### config.mk
export PLATFORM = sky130hd
export DESIGN_NAME = binarize_stream
export DESIGN_NICKNAME = d
export VERILOG_FILES = /design/src/rtl/img_proc_pkg.sv /design/src/rtl/pixel_position_counter.sv /design/src/rtl/binarize_stream.sv
export SDC_FILE = /design/constraint.sdc
export NUM_CORES = 1
export LEC_CHECK = 0
export BUFFER_PORTS_ARGS = -buffer_cell sky130_fd_sc_hd__buf_2
export CAP_MARGIN = 15
export CORE_ASPECT_RATIO = 0.9
export CORE_UTILIZATION = 51
export DETAILED_ROUTE_END_ITERATION = 6
export HOLD_SLACK_MARGIN = 0.08
export PLACE_DENSITY = 0.84
export REMOVE_ABC_BUFFERS = 1
export SLEW_MARGIN = 20
export SYNTH_ARGS = -nofsm -noshare
export SYNTH_HDL_FRONTEND = slang
export SYNTH_SLANG_ARGS = --single-unit
### constraint.sdc
create_clock -name clk -period 1.7 [get_ports clk]
set_input_delay 0.51 -clock clk [delete_from_list [all_inputs] [get_ports clk]]
set_output_delay 0.51 -clock clk [all_outputs]
set_load 0.02 [all_outputs]
### src/rtl/img_proc_pkg.sv
// Shared image-processing definitions: default geometry, pixel width and
// the frame-tracking state encoding used by the streaming pixel operators.
package img_proc_pkg;

    localparam int unsigned DATA_W     = 10;
    localparam int unsigned IMG_WIDTH  = 640;
    localparam int unsigned IMG_HEIGHT = 480;

    typedef enum logic [1:0] {
        IDLE,
        ACTIVE,
        DONE
    } state_t;

    // Counter width for a range of n positions, never narrower than one bit.
    function automatic int unsigned cnt_w(input int unsigned n);
        return (n > 1) ? $clog2(n) : 1;
    endfunction

endpackage

### src/rtl/pixel_position_counter.sv
// Column/row position of the pixel being accepted, with border flags.
// A restart treats the current pixel as (0,0) and advances from there.
module pixel_position_counter #(
    parameter int unsigned IMG_WIDTH  = img_proc_pkg::IMG_WIDTH,
    parameter int unsigned IMG_HEIGHT = img_proc_pkg::IMG_HEIGHT
) (
    input  logic clk,
    input  logic rst_n,
    input  logic advance,
    input  logic restart,
    output logic at_origin,
    output logic first_col,
    output logic last_col,
    output logic first_row,
    output logic last_row
);
    import img_proc_pkg::*;

    localparam int unsigned CW = cnt_w(IMG_WIDTH);
    localparam int unsigned RW = cnt_w(IMG_HEIGHT);

    logic [CW-1:0] col_q;
    logic [RW-1:0] row_q;
    logic [CW-1:0] col;
    logic [RW-1:0] row;

    // Position of the pixel presented this cycle; a restart pins it to the origin.
    always_comb begin
        col = restart ? '0 : col_q;
        row = restart ? '0 : row_q;
    end

    assign at_origin = (col_q == '0) && (row_q == '0);
    assign first_col = (col == '0);
    assign last_col  = (col == CW'(IMG_WIDTH - 1));
    assign first_row = (row == '0);
    assign last_row  = (row == RW'(IMG_HEIGHT - 1));

    always_ff @(posedge clk or negedge rst_n) begin
        if (!rst_n) begin
            col_q <= '0;
            row_q <= '0;
        end else if (advance) begin
            if (last_col) begin
                col_q <= '0;
                row_q <= last_row ? '0 : row + 1'b1;
            end else begin
                col_q <= col + 1'b1;
                row_q <= row;
            end
        end
    end

endmodule

### src/rtl/binarize_stream.sv
// Streaming threshold binarizer: two-stage pipeline with frame tracking,
// frame-synchronous threshold update and all-ones border forcing.
module binarize_stream #(
    parameter int unsigned       DATA_W      = img_proc_pkg::DATA_W,
    parameter int unsigned       IMG_WIDTH   = img_proc_pkg::IMG_WIDTH,
    parameter int unsigned       IMG_HEIGHT  = img_proc_pkg::IMG_HEIGHT,
    parameter logic [DATA_W-1:0] THR_DEFAULT = 10'd512
) (
    input  logic              clk,
    input  logic              rst_n,
    input  logic              in_valid,
    input  logic              in_sof,
    input  logic [DATA_W-1:0] in_data,
    input  logic              thr_wr,
    input  logic [DATA_W-1:0] thr_in,
    output logic              out_valid,
    output logic [DATA_W-1:0] out_data,
    output logic              out_sof,
    output logic              err_line
);
    import img_proc_pkg::*;

    state_t            state;
    logic [DATA_W-1:0] thr_shadow;
    logic [DATA_W-1:0] thr_active;
    logic [DATA_W-1:0] thr_use;

    logic accept;
    logic restart;
    logic at_origin;
    logic first_col;
    logic last_col;
    logic first_row;
    logic last_row;
    logic border;
    logic last_px;

    logic s1_valid;
    logic s1_sof;
    logic s1_fg;
    logic s1_border;

    // Pixels are taken only inside a frame or when they open one.
    assign accept  = in_valid && (in_sof || (state == ACTIVE));
    assign restart = accept && in_sof;
    assign border  = first_col || last_col || first_row || last_row;
    assign last_px = last_col && last_row;

    // The frame-opening pixel already sees the newly committed threshold.
    assign thr_use = !restart ? thr_active : (thr_wr ? thr_in : thr_shadow);

    pixel_position_counter #(
        .IMG_WIDTH (IMG_WIDTH),
        .IMG_HEIGHT(IMG_HEIGHT)
    ) u_pos (
        .clk      (clk),
        .rst_n    (rst_n),
        .advance  (accept),
        .restart  (restart),
        .at_origin(at_origin),
        .first_col(first_col),
        .last_col (last_col),
        .first_row(first_row),
        .last_row (last_row)
    );

    always_ff @(posedge clk or negedge rst_n) begin
        if (!rst_n) begin
            state      <= IDLE;
            thr_shadow <= THR_DEFAULT;
            thr_active <= THR_DEFAULT;
            err_line   <= 1'b0;
            s1_valid   <= 1'b0;
            s1_sof     <= 1'b0;
            s1_fg      <= 1'b0;
            s1_border  <= 1'b0;
            out_valid  <= 1'b0;
            out_sof    <= 1'b0;
            out_data   <= '0;
        end else begin
            if (thr_wr) begin
                thr_shadow <= thr_in;
            end
            if (restart) begin
                thr_active <= thr_use;
            end
            if (restart && (state == ACTIVE) && !at_origin) begin
                err_line <= 1'b1;
            end

            case (state)
                IDLE: begin
                    if (restart) begin
                        state <= last_px ? DONE : ACTIVE;
                    end
                end
                ACTIVE: begin
                    if (accept && last_px) begin
                        state <= DONE;
                    end
                end
                DONE: begin
                    if (in_valid) begin
                        state <= in_sof ? (last_px ? DONE : ACTIVE) : IDLE;
                    end
                end
                default: state <= IDLE;
            endcase

            s1_valid  <= accept;
            s1_sof    <= restart;
            s1_fg     <= (in_data >= thr_use);
            s1_border <= border;

            out_valid <= s1_valid;
            out_sof   <= s1_valid && s1_sof;
            out_data  <= (s1_valid && (s1_fg || s1_border)) ? '1 : '0;
        end
    end

endmodule

# Yosys cells after proc, flatten, opt, wreduce, memory -nomap -nowiden
# Index checks and enable logic that the tools add are counted.
# Widths: inputs -> output; s select.
# totals
regBits	58
inputBits	25
out_inout_bits	13
wordCells	58
# op_classes
n_lt_le_gt_ge	1
add_sub_neg	2
n_mux	14
eq_ne	7
n_reduce_logical	21
# op_table
operator	count
$mux 10	5
$mux 9	3
$logic_not 10->1	2
$logic_not 9->1	2
$add 10x1->10 const B	1
$eq 10x10->1 const B	1
$ge 10x10->1	1
$mux 2	5
$add 9x1->9 const B	1
$eq 9x9->1 const B	1
$logic_and 1x1->1	9
$pmux 2 s3	1
$logic_or 1x1->1	5
$ne 2x2->1 const B	2
$reduce_and 3->1	1
$eq 2x1->1 const B	1
$eq 2x2->1 const B	1
$logic_not 2->1	1
$ne 2x1->1 const B	1
$logic_not 1->1	1

# Depth between registers and ports, before layout
# Gate-level depths: netlist (run 1).
# depth
depth_word	11
mapped_depth	12
mapped_depth_nobuf	10

# Hierarchy
# A second synthesis (run 1) with hierarchy kept.
# unflattened
cells_unflattened	279
area_unflattened_um2	2680.1
# modules_own_cells
module	n_inst	seq_area_each_um2	cells_per_inst	area_each_um2
binarize_stream	1	753.2	131	1421.4
pixel_position_counter	1	475.5	148	1258.7

# Least setup slack after synthesis (run 1)
# OpenSTA, ideal clock, no wires.
# synth_path
path_kind	input -> register
start	input in_valid
end	register state[0]
t_arrival_ns	2.391
setup_time_ns	0.125
path_buffers	2
required_ns	1.575
path_stages	10
path_slack_ns	-0.815
path_cell_list	nand2_1 > buf_6 > clkbuf_1 > and2_1 > ha_1 > and4_1 > nand4b_2 > nor2_1 > a21oi_1 > mux2_2
# synth_via
elab_chain_cells	9
elab_cells_between_ends	17
cone_classes	eq/ne: 5; mux: 7; reduce/logical: 5
# synth_lines
element	line_no	text
start: declaration	binarize_stream.sv:11	input logic in_valid,
$logic_and 1x1->1	binarize_stream.sv:44	assign accept = in_valid && (in_sof || (state == ACTIVE));
$logic_and 1x1->1	binarize_stream.sv:45	assign restart = accept && in_sof;
$mux 10 / $mux 9 (equally long branches)	pixel_position_counter.sv:29, pixel_position_counter.sv:30	
$eq 10x10->1 / $eq 9x9->1 (equally long branches)	pixel_position_counter.sv:35, pixel_position_counter.sv:37	
$logic_and 1x1->1	binarize_stream.sv:47	assign last_px = last_col && last_row;
$mux 2	binarize_stream.sv:94, binarize_stream.sv:104	
$mux 2	binarize_stream.sv:104	state <= in_sof ? (last_px ? DONE : ACTIVE) : IDLE;
$mux 2	binarize_stream.sv:103	if (in_valid) begin
$pmux 2 s3	binarize_stream.sv:91	case (state)
end signal: assignment	binarize_stream.sv:94	state <= last_px ? DONE : ACTIVE;
end signal: assignment	binarize_stream.sv:104	
end: declaration	binarize_stream.sv:23	state_t state;
# Several ways; a longest one is shown, not always the timed one. The select of a mux whose other input is x is not followed.
# A chain may end at the register's enable or synchronous reset.

# Worst setup path in the final report (run 1)
# layout_path
start	register u_pos.col_q[1]
end	register u_pos.row_q[7]
# layout_via
elab_chain_cells	3
# layout_lines
element	line_no	text
start: declaration	pixel_position_counter.sv:22	logic [CW-1:0] col_q;
start signal: assignment	pixel_position_counter.sv:48	col_q <= col + 1'b1;
$mux 10	pixel_position_counter.sv:29	col = restart ? '0 : col_q;
$eq 10x10->1	pixel_position_counter.sv:35	assign last_col = (col == CW'(IMG_WIDTH - 1));
$mux 9	pixel_position_counter.sv:44	if (last_col) begin
end signal: assignment	pixel_position_counter.sv:46	row_q <= last_row ? '0 : row + 1'b1;
end signal: assignment	pixel_position_counter.sv:49	row_q <= row;
end: declaration	pixel_position_counter.sv:23	logic [RW-1:0] row_q;
# No other way between the ends.

==> results.json, run 1 <==
{
  "area_growth_pct": 44.5,
  "end_kind": "register",
  "antenna_cells": 0,
  "fillers": 269,
  "instances_no_fill": 435,
  "place_ws_ps": -740,
  "vias": 2779,
  "power_switching_uw": 918,
  "start_util": 0.541,
  "antenna_found_initial": 0,
  "yosysTopAreaCell": "dfrtp_1",
  "ys.flop_type": "dfrtp_1",
  "cap_viol_max_count": 0,
  "tightest_slew_ps": 416,
  "violations": "negative setup slack",
  "power_leakage_uw": 0.00190,
  "clock_sinks": 49,
  "synth_area_um2": 2670,
  "gp_congestion": 0.845,
  "swShare": 0.326,
  "relSlewSlack": 0.722,
  "crit_required_ps": 1950,
  "setup_violations": 21,
  "via_per_inst": 6.39,
  "setup_tns_ps": -2840,
  "rows": 24,
  "grt_max_degree": 50,
  "insertion_delay_ps": 330,
  "numCtsBuffers": 5,
  "routed_wl_um": 9860,
  "r2r-end": "u_pos.row_q[7]$_DFFE_PN0P_",
  "yosys_warnings": 0,
  "cp_max_fo": 7,
  "synth_top_area_frac": 0.441,
  "postRouteAntennaNets": 0,
  "hold_path.class": "in2async",
  "drc": 0,
  "multi_input_area_um2": 1560,
  "rrSetupSlack_ps": -250,
  "dp_hpwl_um": 4540,
  "min_period_over_period": 1.14,
  "drt_pre_antenna_iters": 5,
  "mostFrequentLayoutCells": "52 x buf_4, 44 x dfrtp_1, 34 x buf_2",
  "path_class": "reg2reg",
  "final.min_clock_period_ps": 1950,
  "dieArea_um2": 5520,
  "internal_power_uw": 1900,
  "clockBufferDepth": 2,
  "yosys_register_bits": 49,
  "yosysUniqueCellTypes": 52,
  "clock_power_share": 0.279,
  "fin_ws_ps": -245,
  "dp_cells": 411,
  "hold_viol": 0,
  "ir_drop_v": 0.000536,
  "ios": 38,
  "async_flop_share": 1.00,
  "worstSetupStartpointType": "register",
  "cts_tree": "yes",
  "fp.dieW_um": 78.2,
  "arrival_ps": 2200,
  "grt_use_total": 0.322,
  "synthTopCellsByArea": "dfrtp_1 44%, ha_1 6.6%, nand2_1 5.9%",
  "worst_clock_skew_ps": 17.4,
  "drt_iter0_drc": 352,
  "r2r_cells": 7,
  "layout_commonest_cell": "buf_4",
  "rsz0062_at_grt": "true",
  "regArea_um2": 1230,
  "nNetsFinal": 408,
  "final_max_slew_viol_count": 0,
  "syn-mean-instance-area_um2": 9.59,
  "synth_edf_count": 0,
  "wire_per_inst_um": 22.7,
  "r2r-start": "u_pos.col_q[1]$_DFFE_PN0P_",
  "drive_gt1_frac": 0.497,
  "postSynthCellCount": 278,
  "core_um2": 4920,
  "grt_overflow": 0,
  "h-tree-depth": 2,
  "die_h_um": 70.6,
  "power_density_nw_per_um2": 731,
  "seqPwrFrac": 0.463,
  "comb_power_share": 0.258,
  "ys_seq_area_frac": 0.461,
  "outcome": "finished with violations",
  "grt_pass1_vias": 2680,
  "cts-root-buf": "clkbuf_8",
  "critPathCapture": "u_pos.row_q[7]$_DFFE_PN0P_",
  "clk_pin_slew_ps": 120,
  "startpoint": "u_pos.col_q[1]$_DFFE_PN0P_",
  "grt_pass1_wl_um": 13300,
  "portBuffers": 37,
  "fmax_ghz": 0.514
}
[metal layers]
layer | global-route usage | vias up | part of all wire
li1 | - | 1143 | -
met3 | 0.0748 | 70 | 0.097
met2 | 0.534 | 226 | 0.48
met5 | 0 | - | 0
met4 | 0.191 | 0 | 0.066
met1 | 0.385 | 1340 | 0.36
[cells in the mapped netlist, types with 2 or more instances]
cell type  instances
and2_1             4
o32ai_1            2
nand2b_1           2
a31o_2             2
mux2i_1           10
a21o_1             2
dfrtp_1           47
o31ai_1            3
nand4_1            5
inv_1             25
buf_4              9
or3_1              3
a31oi_1            4
nor4_1             2
clkbuf_1           3
ha_1              14
nand2_1           42
buf_2              3
nor2b_1            3
clkbuf_8           2
nand3_1            9
nor2_1            11
or4_1              2
a21oi_1            9
dfstp_2            2
nor3_1             5
mux2_2             2
xnor2_1            2
o21ai_0           25
o21a_1             2
[what timing repair did]
item	in CTS	in global routing
hold buffers	0	0
pin swaps	23	23
endpoints found under the setup margin	19	23
gates cloned	0	1
buffers inserted	10	5
hold endpoints to repair	0	0
resized for setup	56	57
[worst max-delay path, stage by stage (launching register included)]
cell and delay (ps):
dfrtp_1 380, a21boi_2 220, ha_2 220, and4_4 240, nand4_4 210, nor3_4 250, xnor2_1 110, o31ai_2 230
[registers in the layout, indices dropped and copies added (netlist names), 2 cells and up]
register	cells
state	2
u_pos.col_q	10
u_pos.row_q	9
thr_active	10
thr_shadow	10
[power by group through the flow]
stage	sequential (uW)	combinational (uW)	clock, uW
2_1_floorplan	1330	224	0
4_1_cts	1290	577	756
6_report	1300	727	785
3_5_place_dp	1310	510	0
3_3_place_gp	1310	478	0
5_1_grt	1310	774	827
[final cells by class]
class,instances,share of cell area
multi-input combinational,185,0.405
sequential,49,0.320
timing repair buffer,102,0.203
inverter,26,0.0257
tap,65,0.0211
clock buffer,5,0.0179
clock inverter,3,0.00747
[through the flow]
step                hold slack, ps  cell area, um2  power [uW]   util
finish                         131            3850        2810  0.782
global route                   158            3850        2910  0.782
CTS                            170            3560        2620  0.723
detailed placement             388            3190        1820  0.648
global placement               380            3190        1790  0.648
floorplan                      214            2530        1550      -
[cells by family (layout without fill, tap and decap cells)]
family                   count (synthesis)  count (layout)  share of synthesized area
AO/OA/AOI/OAI                           59              59                      0.141
XOR/XNOR                                 2               2                    0.00657
adder cells (fa/ha/maj)                 14              14                     0.0657
buffers and inverters                   44             136                     0.0864
flip-flops                              49              49                      0.461
multiplexers                            12              12                     0.0460
AND/OR/NAND/NOR                         98              98                      0.193
[how the worst min path moves through the flow]
stage	startpoint	endpoint	slack (ps)
after floorplan	rst_n	err_line$_DFFE_PN0P_	210
after global placement	s1_valid$_DFF_PN0_	out_valid$_DFF_PN0_	380
after detailed placement	s1_valid$_DFF_PN0_	out_valid$_DFF_PN0_	390
after CTS	rst_n	thr_shadow[5]$_DFF_PN0_	170
after global routing	rst_n	thr_active[4]$_DFFE_PN0P_	160
final	rst_n	thr_active[4]$_DFFE_PN0P_	130
Note: power is estimated with default switching activity, not from simulation.
==> inputs of run 2 (changes only) <==
- ABC_AREA: default -> 1
- CORE_UTILIZATION: 51 -> 52
- PLACE_DENSITY: 0.84 -> 0.85
==> results.json, run 2 <==
{
  "outcome": "finished with violations",
  "dieArea_um2": 5850,
  "synth_edf_count": 0,
  "place_ws_ps": -516,
  "arrival_ps": 2140,
  "yosysUniqueCellTypes": 33,
  "die_h_um": 72.7,
  "numCtsBuffers": 5,
  "crit_buf_inv": 0,
  "power_leakage_uw": 0.00199,
  "antenna_found_initial": 0,
  "clockBufferDepth": 2,
  "regArea_um2": 1230,
  "gp_congestion": 0.926,
  "crit_required_ps": 1890,
  "clock_sinks": 49,
  "async_flop_share": 1.00,
  "end_kind": "register",
  "cts_tree": "yes",
  "via_per_inst": 6.36,
  "relSlewSlack": 0.684,
  "synth_top_area_frac": 0.408,
  "synthTopCellsByArea": "dfrtp_1 41%, nand2_1 9.8%, ha_1 6.1%",
  "nNetsFinal": 480,
  "postRouteAntennaNets": 0,
  "h-tree-depth": 2,
  "tightest_slew_ps": 469,
  "cp_max_fo": 2,
  "cts-root-buf": "clkbuf_8",
  "critPathTopFamily": "compound AO/OA/AOI/OAI gates",
  "worst_clock_skew_ps": 21.1,
  "final.min_clock_period_ps": 1950,
  "syn-mean-instance-area_um2": 8.19,
  "core_um2": 5290,
  "grt_use_total": 0.293,
  "yosysTopAreaCell": "dfrtp_1",
  "postSynthCellCount": 352,
  "slowest_delay_ps": 390,
  "drt_iter0_drc": 517,
  "worstSetupStartpointType": "register",
  "fin_total_pwr_uw": 3520,
  "cap_viol_max_count": 0,
  "slowest_stage": "dfrtp_1",
  "ys.flop_type": "dfrtp_1",
  "final_util": 0.769,
  "grt_pass1_wl_um": 12900,
  "design_area_um2": 4060,
  "yosys_warnings": 0,
  "clk_pin_slew_ps": 110,
  "placed_area_um2": 3390,
  "cp_cell_sequence": "mux2_4 -> o21ai_2 -> ha_1 -> a21oi_2 -> nor2_1 -> a211oi_1 -> nand4_1",
  "area_growth_pct": 40.9,
  "rows": 25,
  "dp_hpwl_um": 5480,
  "grt_pass1_vias": 2743,
  "path_class": "reg2reg",
  "fillers": 273,
  "setup_violations": 21,
  "fin_ws_ps": -250,
  "hold_viol": 0,
  "hold_path.class": "in2reg",
  "grt_overflow": 0,
  "fmax_ghz": 0.513,
  "routed_wl_um": 11100,
  "drc": 0,
  "ys_seq_area_frac": 0.426,
  "ir_drop_v": 0.000560,
  "netlist_top_cells_count": "75 x nand2_1, 47 x dfrtp_1, 46 x inv_1, 26 x nand3_1, 25 x nor2_1",
  "ios": 38,
  "layout_commonest_cell": "nand2_1",
  "drive_gt1_frac": 0.432,
  "insertion_delay_ps": 340,
  "synth.most_common_cell": "nand2_1",
  "violations": "negative setup slack",
  "antenna_cells": 0,
  "start_util": 0.546,
  "drt_pre_antenna_iters": 6,
  "power_density_nw_per_um2": 866,
  "final_max_slew_viol_count": 0,
  "rsz0062_at_grt": "true",
  "mostFrequentLayoutCells": "67 x nand2_1, 53 x buf_4, 47 x dfrtp_1",
  "yosys_register_bits": 49,
  "fp.dieW_um": 80.5,
  "wire_per_inst_um": 21.8,
  "portBuffers": 37,
  "synth_area_um2": 2880,
  "reg_top3": "thr_active: 10 flops, thr_shadow: 10 flops, u_pos.col_q: 10 flops",
  "min_period_over_period": 1.15,
  "grt_max_degree": 27,
  "multi_input_area_um2": 1660,
  "vias": 3239
}
[run 2: cell types whose count changed after synthesis, moves of 9 or more]
cell     previous run  this run
nor2_2              0         9
mux2i_1            10         0
o21ai_1             0         9
nor2_1             11        25
nand2_1            42        75
or2_2               0         9
nand3_1             9        26
inv_1              25        46
[run 2: final timing paths]
path / from / endpoint / slack (ps) / depth (start not counted)
max reg2reg: thr_shadow[7]$_DFF_PN0_ / s1_fg$_DFF_PN0_ / -250 / 7
min in group asynchronous: rst_n / u_pos.row_q[7]$_DFFE_PN0P_ / 590 / 2
max: thr_shadow[7]$_DFF_PN0_ / s1_fg$_DFF_PN0_ / -250 / 7
max in group asynchronous: rst_n / out_valid$_DFF_PN0_ / 620 / 3
min reg2reg: s1_valid$_DFF_PN0_ / out_valid$_DFF_PN0_ / 470 / 0
min: thr_in[7] / thr_shadow[7]$_DFF_PN0_ / 440 / 2
[run 2: cell type report]
class,instances,share of cell area
Clock buffer,5,0.0169
Tap cell,67,0.0206
Timing Repair Buffer,99,0.197
Multi-Input combinational cell,238,0.409
Sequential cell,49,0.302
Inverter,48,0.0468
Clock inverter,3,0.00708
[run 2: routing by layer]
layer	part of all wire	global-route usage	vias to the layer above	wire length, um
li1	-	-	1309	-
met1	0.33	0.356	1515	3670
met2	0.47	0.522	306	5240
met3	0.12	0.0563	109	1300
met4	0.081	0.0972	0	896
met5	0	0	-	0
[run 2: report_power, final]
group	switching [uW]	internal (uW)
logic	752	557
registers	123	1310
clock network	466	308
[run 2: what timing repair did]
| item | CTS | global route |
|---|---|---|
| hold buffers | 1 | 0 |
| setup endpoints to repair | 20 | 21 |
| endpoints found under the hold margin | 8 | 0 |
| gates cloned | 2 | 1 |
| pin swaps | 11 | 36 |
| setup buffers | 3 | 13 |
| gates resized for setup | 28 | 61 |
[run 2: logic make-up (layout without fill, tap and decap cells)]
| kind of cell | count (synthesis) | in the layout | share of synthesized area |
|---|---|---|---|
| simple gates | 169 | 169 | 0.280 |
| buf+inv | 65 | 155 | 0.104 |
| flops | 49 | 49 | 0.426 |
| compound gates | 41 | 41 | 0.0781 |
| fa+ha+maj | 14 | 14 | 0.0607 |
| mux | 10 | 10 | 0.0390 |
| xor+xnor | 4 | 4 | 0.0121 |
[run 2: metrics by stage]
stage	setup TNS [ps]	hold WS [ps]	instances
2_1_floorplan	-17150	214	335
3_3_place_gp	-7080	394	481
3_5_place_dp	-9000	389	481
4_1_cts	-26.9	412	495
5_1_grt	-3010	435	509
6_report	-2050	440	509
